<file path="config.mk">
export PLATFORM = sky130hd
export DESIGN_NAME = demux_dispatch
export DESIGN_NICKNAME = d
export VERILOG_FILES = /design/src/rtl/demux_dispatch.sv
export SDC_FILE = /design/constraint.sdc
export NUM_CORES = 1
export LEC_CHECK = 0
export CAP_MARGIN = 0
export CORE_MARGIN = 2
export CORE_UTILIZATION = 53
export CTS_CLUSTER_SIZE = 20
export DETAILED_ROUTE_END_ITERATION = 12
export GPL_ROUTABILITY_DRIVEN = 1
export GPL_TIMING_DRIVEN = 0
export HOLD_SLACK_MARGIN = 0.06
export PLACE_DENSITY_LB_ADDON = 0.08
export SLEW_MARGIN = 10
export SYNTH_ARGS = -nofsm -noshare
export SYNTH_HDL_FRONTEND = slang
export SYNTH_SLANG_ARGS = --single-unit
</file>
<file path="constraint.sdc">
create_clock -name clk -period 4.5 [get_ports clk]
set_clock_uncertainty 0.05 [all_clocks]
set_input_delay 0.9 -clock clk [delete_from_list [all_inputs] [get_ports clk]]
set_output_delay 0.9 -clock clk [all_outputs]
set_load 0.05 [all_outputs]
</file>
<file path="src/rtl/demux_dispatch.sv">
// demux_dispatch: show-ahead queue that feeds {a, select} pairs to a DEMUX.
// Optional zero-latency bypass when empty: define DEMUX_DISPATCH_BYPASS_EN.
module demux_dispatch #(
    parameter int N = 2,
    parameter int S = 1,
    parameter int D = 4
) (
    input  logic                 clk,
    input  logic                 rst_n,
    input  logic                 in_valid,
    output logic                 in_ready,
    input  logic [N-1:0]         in_a,
    input  logic [S-1:0]         in_select,
    output logic                 out_valid,
    input  logic                 out_ready,
    output logic [N-1:0]         a,
    output logic [S-1:0]         select,
    output logic [$clog2(D):0]   count
);

    localparam int PW = $clog2(D);
    localparam int CW = PW + 1;

    typedef struct packed {
        logic [N-1:0] a;
        logic [S-1:0] sel;
    } entry_t;

    entry_t          mem_q [D];
    logic [PW-1:0]   wr_ptr_q, wr_ptr_d;
    logic [PW-1:0]   rd_ptr_q, rd_ptr_d;
    logic [CW-1:0]   count_q, count_d;

    logic            full;
    logic            empty;
    logic            bypass;
    logic            push;
    logic            pop;
    entry_t          head;

    assign full     = (count_q == CW'(D));
    assign empty    = (count_q == '0);
    assign in_ready = ~full;
    assign count    = count_q;
    assign head     = mem_q[rd_ptr_q];

`ifdef DEMUX_DISPATCH_BYPASS_EN
    // An empty queue hands the incoming word straight to the consumer.
    assign bypass = rst_n & empty & in_valid & out_ready;
`else
    assign bypass = 1'b0;
`endif

    // A bypassed word is consumed on the spot and never stored.
    assign push      = in_valid & in_ready & ~bypass;
    assign pop       = ~empty & out_ready;
    assign out_valid = ~empty | bypass;

    // Present the head entry, the bypassed input, or zeros when idle.
    always_comb begin
        a      = '0;
        select = '0;
        if (!empty) begin
            a      = head.a;
            select = head.sel;
        end else if (bypass) begin
            a      = in_a;
            select = in_select;
        end
    end

    // Pointer and occupancy next-state; pointers wrap naturally (D is 2**PW).
    always_comb begin
        wr_ptr_d = wr_ptr_q;
        rd_ptr_d = rd_ptr_q;
        count_d  = count_q;
        if (push) wr_ptr_d = wr_ptr_q + PW'(1);
        if (pop)  rd_ptr_d = rd_ptr_q + PW'(1);
        unique case ({push, pop})
            2'b10:   count_d = count_q + CW'(1);
            2'b01:   count_d = count_q - CW'(1);
            default: count_d = count_q;
        endcase
    end

    // Control state, cleared asynchronously so stored entries are discarded.
    always_ff @(posedge clk or negedge rst_n) begin
        if (!rst_n) begin
            wr_ptr_q <= '0;
            rd_ptr_q <= '0;
            count_q  <= '0;
        end else begin
            wr_ptr_q <= wr_ptr_d;
            rd_ptr_q <= rd_ptr_d;
            count_q  <= count_d;
        end
    end

    // Storage array; contents are don't-care until written.
    always_ff @(posedge clk) begin
        if (push) begin
            mem_q[wr_ptr_q] <= '{a: in_a, sel: in_select};
        end
    end

endmodule
</file>
==> results.md <==
- The clock sink count is 19.
- For this block, the via count after detailed routing is 480.
- Summing all placed instances gives a cell area of 1040 um^2.
- The final HPWL from detailed placement is around 1000 um.
- The register-to-register setup slack is 2270 ps.
- For this configuration, the core starts out at a cell density of 0.574.
- The final max-slew violation count is 0.
- For this block, the routed nets add up to 1280 um of wire.
- The cell area after synthesis is 885 um^2.
- The post-layout net count is 89.
- The number of distinct library cells after synthesis is 19.
- The flow ran to the end, and the final reports show no timing, DRC or antenna violations.
- The top flip-flop cell by instance count after synthesis is sky130_fd_sc_hd__edfxtp_1.
- The required time reported for the critical path endpoint is 3550 ps.
- The number of design rule violations left after detail routing is 0.
- The width of the die is 44.9 um.
- The worst-case setup margin in the final layout is about 1400 ps.
- The clock latency reported for the late side of the worst-skew pair is between 200 and 300 ps.
- The area enclosed by the die boundary is 2010 um^2.
- The maximum clock insertion buffer count is 2.
- The arrival time at the worst endpoint is 2190 ps.
- Synthesis produced a netlist whose cell count is 57.
- The final count of negative-setup-slack endpoints is 0.
- For this design the top-level I/O count stands at 15.
- The worst hold path belongs to the class flop to flop.
- The final total negative setup slack is 0 ps.
- The share of synthesized area occupied by flip-flops and latches is 0.605.
- The maximum clock frequency is 318 MHz.
- In this run the number of H-tree levels came out at 1.
- The floorplan has 14 rows.
- The number of buffers added on ports is 14.
- The transition time at the pin with the least slew margin is roughly 520 ps.
- The portion of the clock cycle consumed by the worst path in the final layout is 0.698.
- After detailed routing, the average wire length per cell comes to 14.0 um.
- The cell at the root of the clock tree is sky130_fd_sc_hd__clkbuf_4.
- Hold is met by 466 ps.
- The fraction of layout cells with a size suffix above 1 is 0.187.
- The ratio of routed vias to standard cells is 5.27.
- Subtracting the final worst setup slack from the clock period gives roughly 3100 ps.
- sky130_fd_sc_hd__edfxtp_1 takes more of the synthesized area than any other cell.
- The count of final hold-check violations came to 0.
- The critical path launch point type is a flop.
- By area the synthesized netlist is led by sky130_fd_sc_hd__edfxtp_1 41%, sky130_fd_sc_hd__dfrtp_1 20%, sky130_fd_sc_hd__mux4_2 7.6%.
- TritonCTS built the clock tree.
- The DRC violation total after the first TritonRoute iteration is 5.
- The number of max-cap violations is 0.
- The height of the die is 44.9 um.
- The pin count of the biggest net entering global routing is 11.
- The combined global-route utilization of all metal layers is 0.152.
- The placeable core region is 1540 um^2.
- The repair_antennas step left the layout with diodes totalling 0.
- The critical path endpoint category is an output pin.
- The finished cells cover ~1100 um^2.
- The net count after synthesis is 70.
- In the post-synthesis netlist, the cell with the most instances is sky130_fd_sc_hd__edfxtp_1.
- Clock-pin slew was measured on the worst setup and hold paths at 100 ps.
- The layout overhead on the synthesized area is 21.1%.
- The minimum setup slack after placement is approximately 1600 ps.
- The max-slew headroom at the worst pin is 0.650.
- The share of Yosys cell area claimed by the top area cell type is 0.407.
- The wire length of the first global-routing pass is 2080 um.
- The count of state elements after synthesis is 19.
- Routability-driven placement finished with a final weighted congestion of 0.650.
- Of all flip-flops after synthesis, the portion carrying an async set or reset was 0.368.
- Summed over all layers, the global routing overflow is 0.
- The detailed-routing iteration count for the pre-antenna-repair pass is 4.
- The initial antenna violation count is 0.
- In this run the worst path has a maximum fanout of 5.
- The number of nets with antenna violations after detailed routing is 0.
- The via count of the first global-routing pass is 464.
- In the synthesized netlist, the cells that appear most often are 12 x sky130_fd_sc_hd__edfxtp_1, 7 x sky130_fd_sc_hd__dfrtp_1, 6 x sky130_fd_sc_hd__inv_1.
- The type of the worst setup path is flop to output pin.
- The yosys synthesis warning count is 0.
- The clock buffer count from CTS is 3.
- Setup repair after global routing left no endpoint under its margin.
- Averaged over all synthesized cells, the footprint is roughly 16 um^2.
- The number of cells upsized or downsized after cts is 0.
- Buffers inserted to repair hold after CTS numbered 0.
- The number of setup buffers added after CTS is 0.
- Counting flops with a built-in enable in the synthesized netlist gives 12.
==> logic make-up (layout without fill, tap and decap cells) <==
family / count (synthesis) / in the layout / synth area share
flip-flops: 19 / 19 / 0.605
buffers and inverters: 8 / 26 / 0.0353
AND/OR/NAND/NOR: 13 / 13 / 0.102
XOR/XNOR: 6 / 6 / 0.0594
adder cells (fa/ha/maj): 6 / 6 / 0.0934
multiplexers: 5 / 5 / 0.105
==> critical path, cell delays in order (launching register included) <==
cell	delay (ps)
sky130_fd_sc_hd__dfrtp_1	340
sky130_fd_sc_hd__clkbuf_2	190
sky130_fd_sc_hd__mux4_2	520
sky130_fd_sc_hd__and2_1	170
sky130_fd_sc_hd__clkdlybuf4s50_1	690
==> registers in the layout, indices dropped and copies added, names as in the netlist <==
signal,cells
count,3
mem_q,12
rd_ptr_q,2
wr_ptr_q,2
==> layer usage <==
metal	routed length, um	GRT usage	up-vias	part of all wire
met5	0	0	-	0
met4	0	0.0353	0	0
met3	42	0.0400	0	0.033
met2	675	0.252	9	0.53
met1	558	0.202	238	0.44
li1	-	-	233	-
==> metrics by stage <==
stage	util	instances
floorplan	-	57
global placement	0.678	87
detailed placement	0.678	87
CTS	0.695	91
global route	0.695	91
finish	0.695	91
==> final timing paths <==
check,endpoint,from,depth (start not counted)
min in group asynchronous,rd_ptr_q[1]$_DFFE_PN0P_,rst_n,1
hold / removal,count[2]$_DFFE_PN0P_,count[2]$_DFFE_PN0P_,1
setup / recovery,select,rd_ptr_q[0]$_DFFE_PN0P_,4
setup reg to reg,count[2]$_DFFE_PN0P_,count[0]$_DFFE_PN0P_,9
hold reg to reg,count[2]$_DFFE_PN0P_,count[2]$_DFFE_PN0P_,1
max in group asynchronous,wr_ptr_q[0]$_DFFE_PN0P_,rst_n,1
==> placed cells by master, fill, tap and decap left out <==
| cell type | Yosys | routed |
|---|---|---|
| sky130_fd_sc_hd__xor2_1 | 3 | 3 |
| sky130_fd_sc_hd__or3b_4 | 1 | 1 |
| sky130_fd_sc_hd__mux2i_1 | 1 | 1 |
| sky130_fd_sc_hd__fa_1 | 1 | 1 |
| sky130_fd_sc_hd__clkbuf_4 | 0 | 3 |
| sky130_fd_sc_hd__clkbuf_1 | 1 | 2 |
| sky130_fd_sc_hd__mux4_2 | 3 | 3 |
| sky130_fd_sc_hd__dfrtp_1 | 7 | 7 |
| sky130_fd_sc_hd__clkbuf_2 | 1 | 1 |
| sky130_fd_sc_hd__mux2_4 | 1 | 1 |
| sky130_fd_sc_hd__and2_1 | 4 | 4 |
| sky130_fd_sc_hd__nand3_1 | 1 | 1 |
| sky130_fd_sc_hd__or3_1 | 1 | 1 |
| sky130_fd_sc_hd__clkdlybuf4s50_1 | 0 | 14 |
| sky130_fd_sc_hd__edfxtp_1 | 12 | 12 |
| sky130_fd_sc_hd__inv_1 | 6 | 6 |
| sky130_fd_sc_hd__xnor2_1 | 3 | 3 |
| sky130_fd_sc_hd__and2_4 | 1 | 1 |
| sky130_fd_sc_hd__nor2_1 | 1 | 1 |
| sky130_fd_sc_hd__and3_2 | 4 | 4 |
| sky130_fd_sc_hd__ha_1 | 5 | 5 |
==> cell type report <==
| type | count | area, um^2 |
|---|---|---|
| inverters | 6 | 22.5 |
| clock buffers | 4 | 26.3 |
| multi-input cells | 30 | 318 |
| well taps | 16 | 20.0 |
| repair buffers | 14 | 140 |
| flip-flops and latches | 19 | 536 |
| fillers | 112 | 470 |
| plain buffers | 2 | 8.76 |
Power is left out: the tool's default activity adds up to more than one toggle a clock period on the data nets, which glitch-free logic cannot reach.
